$ cat config.mk
export PLATFORM = sky130hd
export DESIGN_NAME = clk_src_mux_gate
export DESIGN_NICKNAME = d
export VERILOG_FILES = /design/src/rtl/clk_src_mux_gate_pkg.sv /design/src/rtl/clk_gate_latch.sv /design/src/rtl/clk_src_mux_gate.sv
export SDC_FILE = /design/constraint.sdc
export NUM_CORES = 1
export LEC_CHECK = 0
export ABC_AREA = 1
export CAP_MARGIN = 10
export CELL_PAD_IN_SITES_DETAIL_PLACEMENT = 1
export CELL_PAD_IN_SITES_GLOBAL_PLACEMENT = 2
export CORE_MARGIN = 2
export CORE_UTILIZATION = 17
export CTS_CLUSTER_DIAMETER = 80
export DETAILED_ROUTE_END_ITERATION = 16
export PLACE_DENSITY_LB_ADDON = 0.1
export SLEW_MARGIN = 20
export SYNTH_ARGS = -nofsm -noshare
export SYNTH_HDL_FRONTEND = slang
export SYNTH_SLANG_ARGS = --single-unit
$ cat constraint.sdc
create_clock -name clk -period 3.35 [get_ports clk]
set_input_delay 0.335 -clock clk [delete_from_list [all_inputs] [get_ports clk]]
set_output_delay 0.335 -clock clk [all_outputs]
set_load 0.02 [all_outputs]
$ cat src/rtl/clk_src_mux_gate_pkg.sv
// Shared configuration-word layout for the clock source selector/gate.
package clk_src_mux_gate_pkg;

    localparam int SEL_LSB = 0;
    localparam int SEL_MSB = 3;
    localparam int EN_BIT  = 4;
    localparam int INV_BIT = 5;

    localparam logic [5:0] CFG_RST = 6'h00;

endpackage

$ cat src/rtl/clk_gate_latch.sv
// Glitch-free clock gate: enable latch transparent while mclk is low, output NAND/INV.
module clk_gate_latch (
    input  logic mclk,
    input  logic cenb,
    input  logic rst_n,
    output logic gclk,
    output logic gclkb
);

    // clat is the latched active-low enable; 1 means the clock is blocked.
    logic clat;

    always_latch begin
        if (!rst_n) begin
            clat <= 1'b1;
        end else if (!mclk) begin
            clat <= cenb;
        end
    end

    assign gclkb = ~(mclk & ~clat);
    assign gclk  = ~gclkb;

endmodule

$ cat src/rtl/clk_src_mux_gate.sv
// Configurable clock source select (12 nets), optional inversion and latch-based gating.
module clk_src_mux_gate
    import clk_src_mux_gate_pkg::*;
#(
    parameter int NSRC  = 12,
    parameter int CFG_W = 6
) (
    input  logic             clk,
    input  logic             rst_n,
    input  logic             prog,
    input  logic             cfg_we,
    input  logic [CFG_W-1:0] cfg_wdata,
    output logic [CFG_W-1:0] cfg_rdata,
    input  logic [NSRC-1:0]  min,
    input  logic             cenb,
    output logic             gclk,
    output logic             gclkb
);

    logic [CFG_W-1:0] cfg_q;
    logic [CFG_W-1:0] cfg_d;
    logic [3:0]       sel;
    logic             src;
    logic             clkm;
    logic             inv_sel;
    logic             mclk;

    // Configuration only accepts writes while in programming mode.
    always_comb begin
        cfg_d = cfg_q;
        if (prog && cfg_we) begin
            cfg_d = cfg_wdata;
        end
    end

    always_ff @(posedge clk or negedge rst_n) begin
        if (!rst_n) begin
            cfg_q <= CFG_RST;
        end else begin
            cfg_q <= cfg_d;
        end
    end

    assign cfg_rdata = cfg_q;
    assign sel       = cfg_q[SEL_MSB:SEL_LSB];

    // Codes 12..15 select nothing and hold the source low.
    always_comb begin
        src = 1'b0;
        if (!sel[3]) begin
            src = min[{1'b0, sel[2:0]}];
        end else if (!sel[2]) begin
            src = min[{2'b10, sel[1:0]}];
        end
    end

    assign clkm    = src & cfg_q[EN_BIT] & ~prog;
    assign inv_sel = cfg_q[INV_BIT] & cfg_q[EN_BIT] & ~prog;
    assign mclk    = inv_sel ? ~clkm : clkm;

    clk_gate_latch u_gate (
        .mclk  (mclk),
        .cenb  (cenb),
        .rst_n (rst_n),
        .gclk  (gclk),
        .gclkb (gclkb)
    );

endmodule

==> results of run 1 <==
-- cell type report --
cell class	instances	area [sq um]
clock buffer	3	22.5
fill	321	1730
inverter	14	55.1
multi-input combinational	49	231
sequential	7	165
tap	30	37.5
timing repair buffer	30	300
-- state kept, by name, summed over array words and instances, names as in the netlist --
| name | cells |
|---|---|
| cfg_rdata | 6 |
| u_gate.clat | 1 |
-- cell usage in the layout (no fill, tap or decap), drive strengths merged --
master | Yosys | layout
nand3 | 10 | 10
nor2 | 8 | 8
dlxtp | 1 | 1
clkdlybuf4s50 | 0 | 30
a21oi | 6 | 6
dfrtp | 6 | 6
inv | 14 | 14
nand4 | 3 | 3
nand2 | 20 | 20
clkbuf | 1 | 3
o21ai | 2 | 2
-- final timing paths --
| kind | start | endpoint | slack (ns) | depth (start not counted) |
|---|---|---|---|---|
| worst max-delay path | cfg_rdata[0] | gclk | 0.90 | 11 |
| worst min-delay path | rst_n | cfg_rdata[4] | 0.37 | 1 |
| worst max register to register | cfg_rdata[0] | cfg_rdata[0] | 2.49 | 2 |
| worst min register to register | cfg_rdata[4] | cfg_rdata[4] | 0.55 | 2 |
| max in group asynchronous | rst_n | cfg_rdata[5] | 2.72 | 1 |
| min in group clk | cfg_rdata[4] | cfg_rdata[4] | 0.55 | 2 |
-- worst reg2reg max path, cell delays in order (launching register included) --
cell and delay [ns]:
dfrtp_1 0.56, inv_4 0.09, a21oi_1 0.13
-- routing by layer --
layer	up-vias	wire, microns	GRT usage
met2	16	680	0.166
met1	259	628	0.113
met3	0	82	0.0253
met5	-	0	0
li1	289	-	-
met4	0	0	0.0510
-- power groups by stage --
stage / combinational [uW] / sequential (uW) / clock, uW
after detailed placement: 119 / 97.3 / 0
after global routing: 131 / 98.3 / 75.1
after CTS: 119 / 96.5 / 68.5
final: 116 / 95.7 / 63.8
after floorplan: 54.5 / 103 / 0
after global placement: 117 / 97.2 / 0
-- logic make-up (layout without fill, tap and decap cells) --
| family | Yosys count | in the layout | synth area share |
|---|---|---|---|
| AND/OR/NAND/NOR | 41 | 41 | 0.410 |
| buffers and inverters | 16 | 47 | 0.150 |
| AO/OA/AOI/OAI | 8 | 8 | 0.0858 |
| latches | 1 | 1 | 0.0322 |
| flip-flops | 6 | 6 | 0.322 |
-- through the flow --
| stage | hold WS (ns) | instances |
|---|---|---|
| 2_1_floorplan | 0.0394 | 72 |
| 3_3_place_gp | 0.527 | 130 |
| 3_5_place_dp | 0.547 | 130 |
| 4_1_cts | 0.371 | 133 |
| 5_1_grt | 0.380 | 133 |
| 6_report | 0.373 | 133 |
==> impl_metrics.env, run 1 <==
export IMPL_synth_edf_count=0
export IMPL_grt_overflow_total=0
export IMPL_crit_top_cell="nand2_1"
export IMPL_die_h_microns=56.4
export IMPL_clk_path_buf_depth=2
export IMPL_routabilityCongestion=0.688
export IMPL_pwr_share_comb=0.421
export IMPL_untimed_endpoints=1
export IMPL_ys_seq_elements=7
export IMPL_ys_types=14
export IMPL_seq_power_share=0.347
export IMPL_dpl_cell_area_sq_um=790
export IMPL_ant_nets=0
export IMPL_areaGrowthSynthToFinish_pct=74.0
export IMPL_synth_commonest_cells="nand2_1 (20), inv_1 (13), nand3_1 (7), nor2_1 (7)"
export IMPL_synth_flop_cell="dfrtp_1"
export IMPL_dp_slack_ns=0.961
export IMPL_setup_ws_ns=0.900
export IMPL_grt_pass1_wl_microns=2430
export IMPL_drive_above_1_share=0.0777
export IMPL_track_usage=0.0981
export IMPL_crit_family="buffers and inverters"
export IMPL_min_period_ns=2.45
export IMPL_async_flop_share=0.857
export IMPL_rsz0062_at_grt="false"
export IMPL_final_nets=128
export IMPL_drtIter0Drc=11
export IMPL_pin_count=31
export IMPL_syn_nets=95
export IMPL_fin_util=0.319
export IMPL_cts_buffers=3
export IMPL_slew_violations=0
export IMPL_max_freq_ghz=0.408
export IMPL_crit_chain="inv_4 -> nand2_1 -> nand3_1 -> nand2_1 -> nand2_1 -> nand2_1 -> nand2_1 -> nand3_2 -> nand3_2 -> nor2_2 -> clkdlybuf4s50_1"
export IMPL_worst_path_buf_inv=2
export IMPL_io_buffers=30
export IMPL_synth_most_common_cell="nand2_1"
export IMPL_endpoint_kind="output port"
export IMPL_core_area_sq_mm=0.00254
export IMPL_insertion_delay_ns=0.24
export IMPL_power_density_mw_per_mm2=339
export IMPL_cts_tree="yes"
export IMPL_slowest_delay_ns=0.60
export IMPL_cts_hold_buf=0
export IMPL_unclocked_regs=1
export IMPL_yosysTopAreaCellShare=0.322
export IMPL_startpoint_type="flip-flop"
export IMPL_cp_max_fo=10
export IMPL_crit_required_ns=3.01
export IMPL_crit_arrival_ns=2.11
export IMPL_worst_hold_path_type="input port to asynchronous set/reset pin"
export IMPL_syn_area_per_cell_sq_um=6.48
export IMPL_syn_area_sq_um=467
export IMPL_routedWlPerCell_microns=10.5
export IMPL_cts_resized=0
export IMPL_path_class="flip-flop to output port"
export IMPL_die_area_sq_mm=0.00318
export IMPL_tightest_slew_ns=0.383
export IMPL_p_sw_frac=0.339
export IMPL_rows=18
export IMPL_htree_levels=1
export IMPL_antenna_found_initial=0
export IMPL_yosysWarningCount=0
export IMPL_dieWidth_microns=56.4
export IMPL_clock_skew_ns=0
export IMPL_vias=564
export IMPL_max_cap_viol_count=0
export IMPL_ir_drop_mv=0.157
export IMPL_report_final_hold_viol_count=0
export IMPL_clkPwrFrac=0.231
export IMPL_report_final_setup_viol=0
export IMPL_synth_top_area_cell="dfrtp_1"
export IMPL_vias_per_cell=4.24
export IMPL_grt_pass1_vias=577
export IMPL_cts_reportedPaths_clkPinSlew_ns=0.04
export IMPL_drt_wl_total_microns=1390
export IMPL_grt_max_degree=13
export IMPL_synth_top_cells_by_area="dfrtp_1 (32%), nand2_1 (16%), inv_1 (10%)"
export IMPL_slowest_stage="clkdlybuf4s50_1"
export IMPL_period_share=0.731
export IMPL_relSlewSlack=0.745
export IMPL_p_leak_uw=0.000392
export IMPL_start_util=0.183
export IMPL_synth_cells=72
export IMPL_setup_tns_ns=0
export IMPL_fin_area_sq_um=812
export IMPL_internal_power_uw=182
export IMPL_cts_root_buf="clkbuf_4"
export IMPL_post_cts_buffers=0
export IMPL_outcome="finished, final reports clean"
export IMPL_hpwl_microns=1180
export IMPL_drc=0
export IMPL_total_power_uw=276
export IMPL_switching_power_uw=93.5
export IMPL_antenna_cells=0
export IMPL_drtPass1Iterations=2
Power figures use the tool's default switching activity.
==> inputs of run 2 (changes only) <==
--- a/config.mk
+++ b/config.mk
@@ -10,7 +10,7 @@
 export CELL_PAD_IN_SITES_DETAIL_PLACEMENT = 1
 export CELL_PAD_IN_SITES_GLOBAL_PLACEMENT = 2
 export CORE_MARGIN = 2
-export CORE_UTILIZATION = 17
+export CORE_UTILIZATION = 16
 export CTS_CLUSTER_DIAMETER = 80
 export DETAILED_ROUTE_END_ITERATION = 16
 export PLACE_DENSITY_LB_ADDON = 0.1
==> constraint.sdc (replaced) <==
create_clock -name clk -period 2.4 [get_ports clk]
set_input_delay 0.24 -clock clk [delete_from_list [all_inputs] [get_ports clk]]
set_output_delay 0.24 -clock clk [all_outputs]
set_load 0.02 [all_outputs]
==> run 2 against run 1 <==
  * Routed wire length grew 0.22%
  * Final area grew 0.62%
  * Setup slack got worse by 0.69 ns
  * Clock power is 40% higher
  * Largest cell class unchanged
==> impl_metrics.env, run 2 (synthesis results as in run 1) <==
export IMPL_insertion_delay_ns=0.24
export IMPL_die_h_microns=58.0
export IMPL_dieWidth_microns=58.0
export IMPL_routedWlPerCell_microns=10.4
export IMPL_pin_count=31
export IMPL_crit_arrival_ns=1.95
export IMPL_period_share=0.913
export IMPL_drtIter0Drc=5
export IMPL_outcome="finished, final reports clean"
export IMPL_core_area_sq_mm=0.00276
export IMPL_p_leak_uw=0.000409
export IMPL_areaGrowthSynthToFinish_pct=75.1
export IMPL_power_density_mw_per_mm2=471
export IMPL_crit_required_ns=2.16
export IMPL_vias_per_cell=4.12
export IMPL_cts_reportedPaths_clkPinSlew_ns=0.04
export IMPL_unclocked_regs=1
export IMPL_endpoint_kind="output port"
export IMPL_cts_tree="yes"
export IMPL_largest_reg_flops=6
export IMPL_layout_common_cells="clkdlybuf4s50_1 (29), nand2_1 (20), inv_1 (13), nand3_1 (7), nor2_1 (7)"
export IMPL_drc=0
export IMPL_path_class="flip-flop to output port"
export IMPL_clock_skew_ns=0
export IMPL_antenna_found_initial=0
export IMPL_drtPass1Iterations=4
export IMPL_untimed_endpoints=1
export IMPL_fillerInstances=344
export IMPL_final_common_cell="clkdlybuf4s50_1"
export IMPL_multi_input_area_sq_um=231
export IMPL_hpwl_microns=1170
export IMPL_cp_max_fo=10
export IMPL_startpoint_type="flip-flop"
export IMPL_worst_hold_path_type="input port to asynchronous set/reset pin"
export IMPL_grt_pass1_vias=561
export IMPL_final_nets=128
export IMPL_cts_root_buf="clkbuf_4"
export IMPL_slew_violations=0
export IMPL_max_freq_ghz=0.457
export IMPL_die_area_sq_mm=0.00336
export IMPL_cts_buffers=3
export IMPL_min_period_ns=2.19
export IMPL_track_usage=0.0894
export IMPL_grt_max_degree=13
export IMPL_report_final_setup_viol=0
export IMPL_ir_drop_mv=0.184
export IMPL_cts_hold_buf=0
export IMPL_report_final_hold_viol_count=0
export IMPL_clk_path_buf_depth=2
export IMPL_start_util=0.169
export IMPL_tightest_slew_ns=0.363
export IMPL_htree_levels=1
export IMPL_regArea_sq_um=166
export IMPL_drt_wl_total_microns=1390
export IMPL_drive_above_1_share=0.0874
export IMPL_ant_nets=0
export IMPL_fin_worst_hold_slack_ns=0.276
export IMPL_rows=19
export IMPL_max_cap_viol_count=0
export IMPL_setup_tns_ns=0
export IMPL_grt_overflow_total=0
export IMPL_grt_pass1_wl_microns=2300
export IMPL_vias=552
export IMPL_routabilityCongestion=0.717
export IMPL_io_buffers=30
export IMPL_relSlewSlack=0.757
export IMPL_antenna_cells=0
export IMPL_rsz0062_at_grt="false"
==> run 2: cell types whose count changed in the layout (fill, tap and decap cells not counted), sizes merged <==
cell / delta
dlymetal6s2s: +1
clkdlybuf4s50: -1
==> run 2: critical path, cell delays in order, from the launching register on <==
cell and delay (ns):
dfrtp_2 0.48, inv_4 0.10, nand2_1 0.05, nand3_1 0.06, nand2_1 0.06, nand2_1 0.07, nand2_1 0.05, nand2_1 0.06
nand3_2 0.09, nand4_1 0.09, clkdlybuf4s50_1 0.60
==> run 2: timing repair <==
item,in CTS,in global routing
setup endpoints to repair,0,2
setup buffers,0,0
resized for setup,0,2
==> run 2: cell type report <==
type                            count  area share
Clock buffer                        3      0.0276
Inverter                           14      0.0674
Multi-Input combinational cell     49       0.283
Sequential cell                     7       0.204
Tap cell                           31      0.0475
Timing Repair Buffer               30       0.371
==> run 2: stage by stage <==
| step | cell area, sq um | util | cells | power, uW | worst slack, ns |
|---|---|---|---|---|---|
| after global placement | 791 | 0.287 | 131 | 299 | 0.223 |
| after detailed placement | 791 | 0.287 | 131 | 300 | 0.189 |
| after floorplan | 467 | - | 72 | 219 | 0.853 |
| final | 817 | 0.296 | 134 | 385 | 0.210 |
| after CTS | 813 | 0.295 | 134 | 395 | 0.00931 |
| after global routing | 817 | 0.296 | 134 | 421 | 0.0255 |
==> run 2: power by group <==
group	total [uW]	internal (uW)	switching, uW
Combinational	162	81.8	80.0
Sequential	134	117	17.2
Clock	89.1	56.3	32.8
==> run 2: path summary, 6_finish.rpt <==
path,from,endpoint,slack (ns),cells after the start
setup / recovery,cfg_rdata[0],gclkb,0.21,10
hold / removal,rst_n,cfg_rdata[2],0.28,1
setup reg to reg,cfg_rdata[0],cfg_rdata[0],1.62,2
hold reg to reg,cfg_rdata[4],cfg_rdata[4],0.54,2
max in group asynchronous,rst_n,cfg_rdata[0],1.85,1
min in group clk,cfg_rdata[4],cfg_rdata[4],0.54,2
==> run 2: metal layers <==
metal	up-vias	part of all wire	track usage
li1	288	-	-
met3	2	0.065	0.0156
met5	-	0	0
met4	0	0.0029	0.0498
met2	17	0.46	0.144
met1	245	0.47	0.112
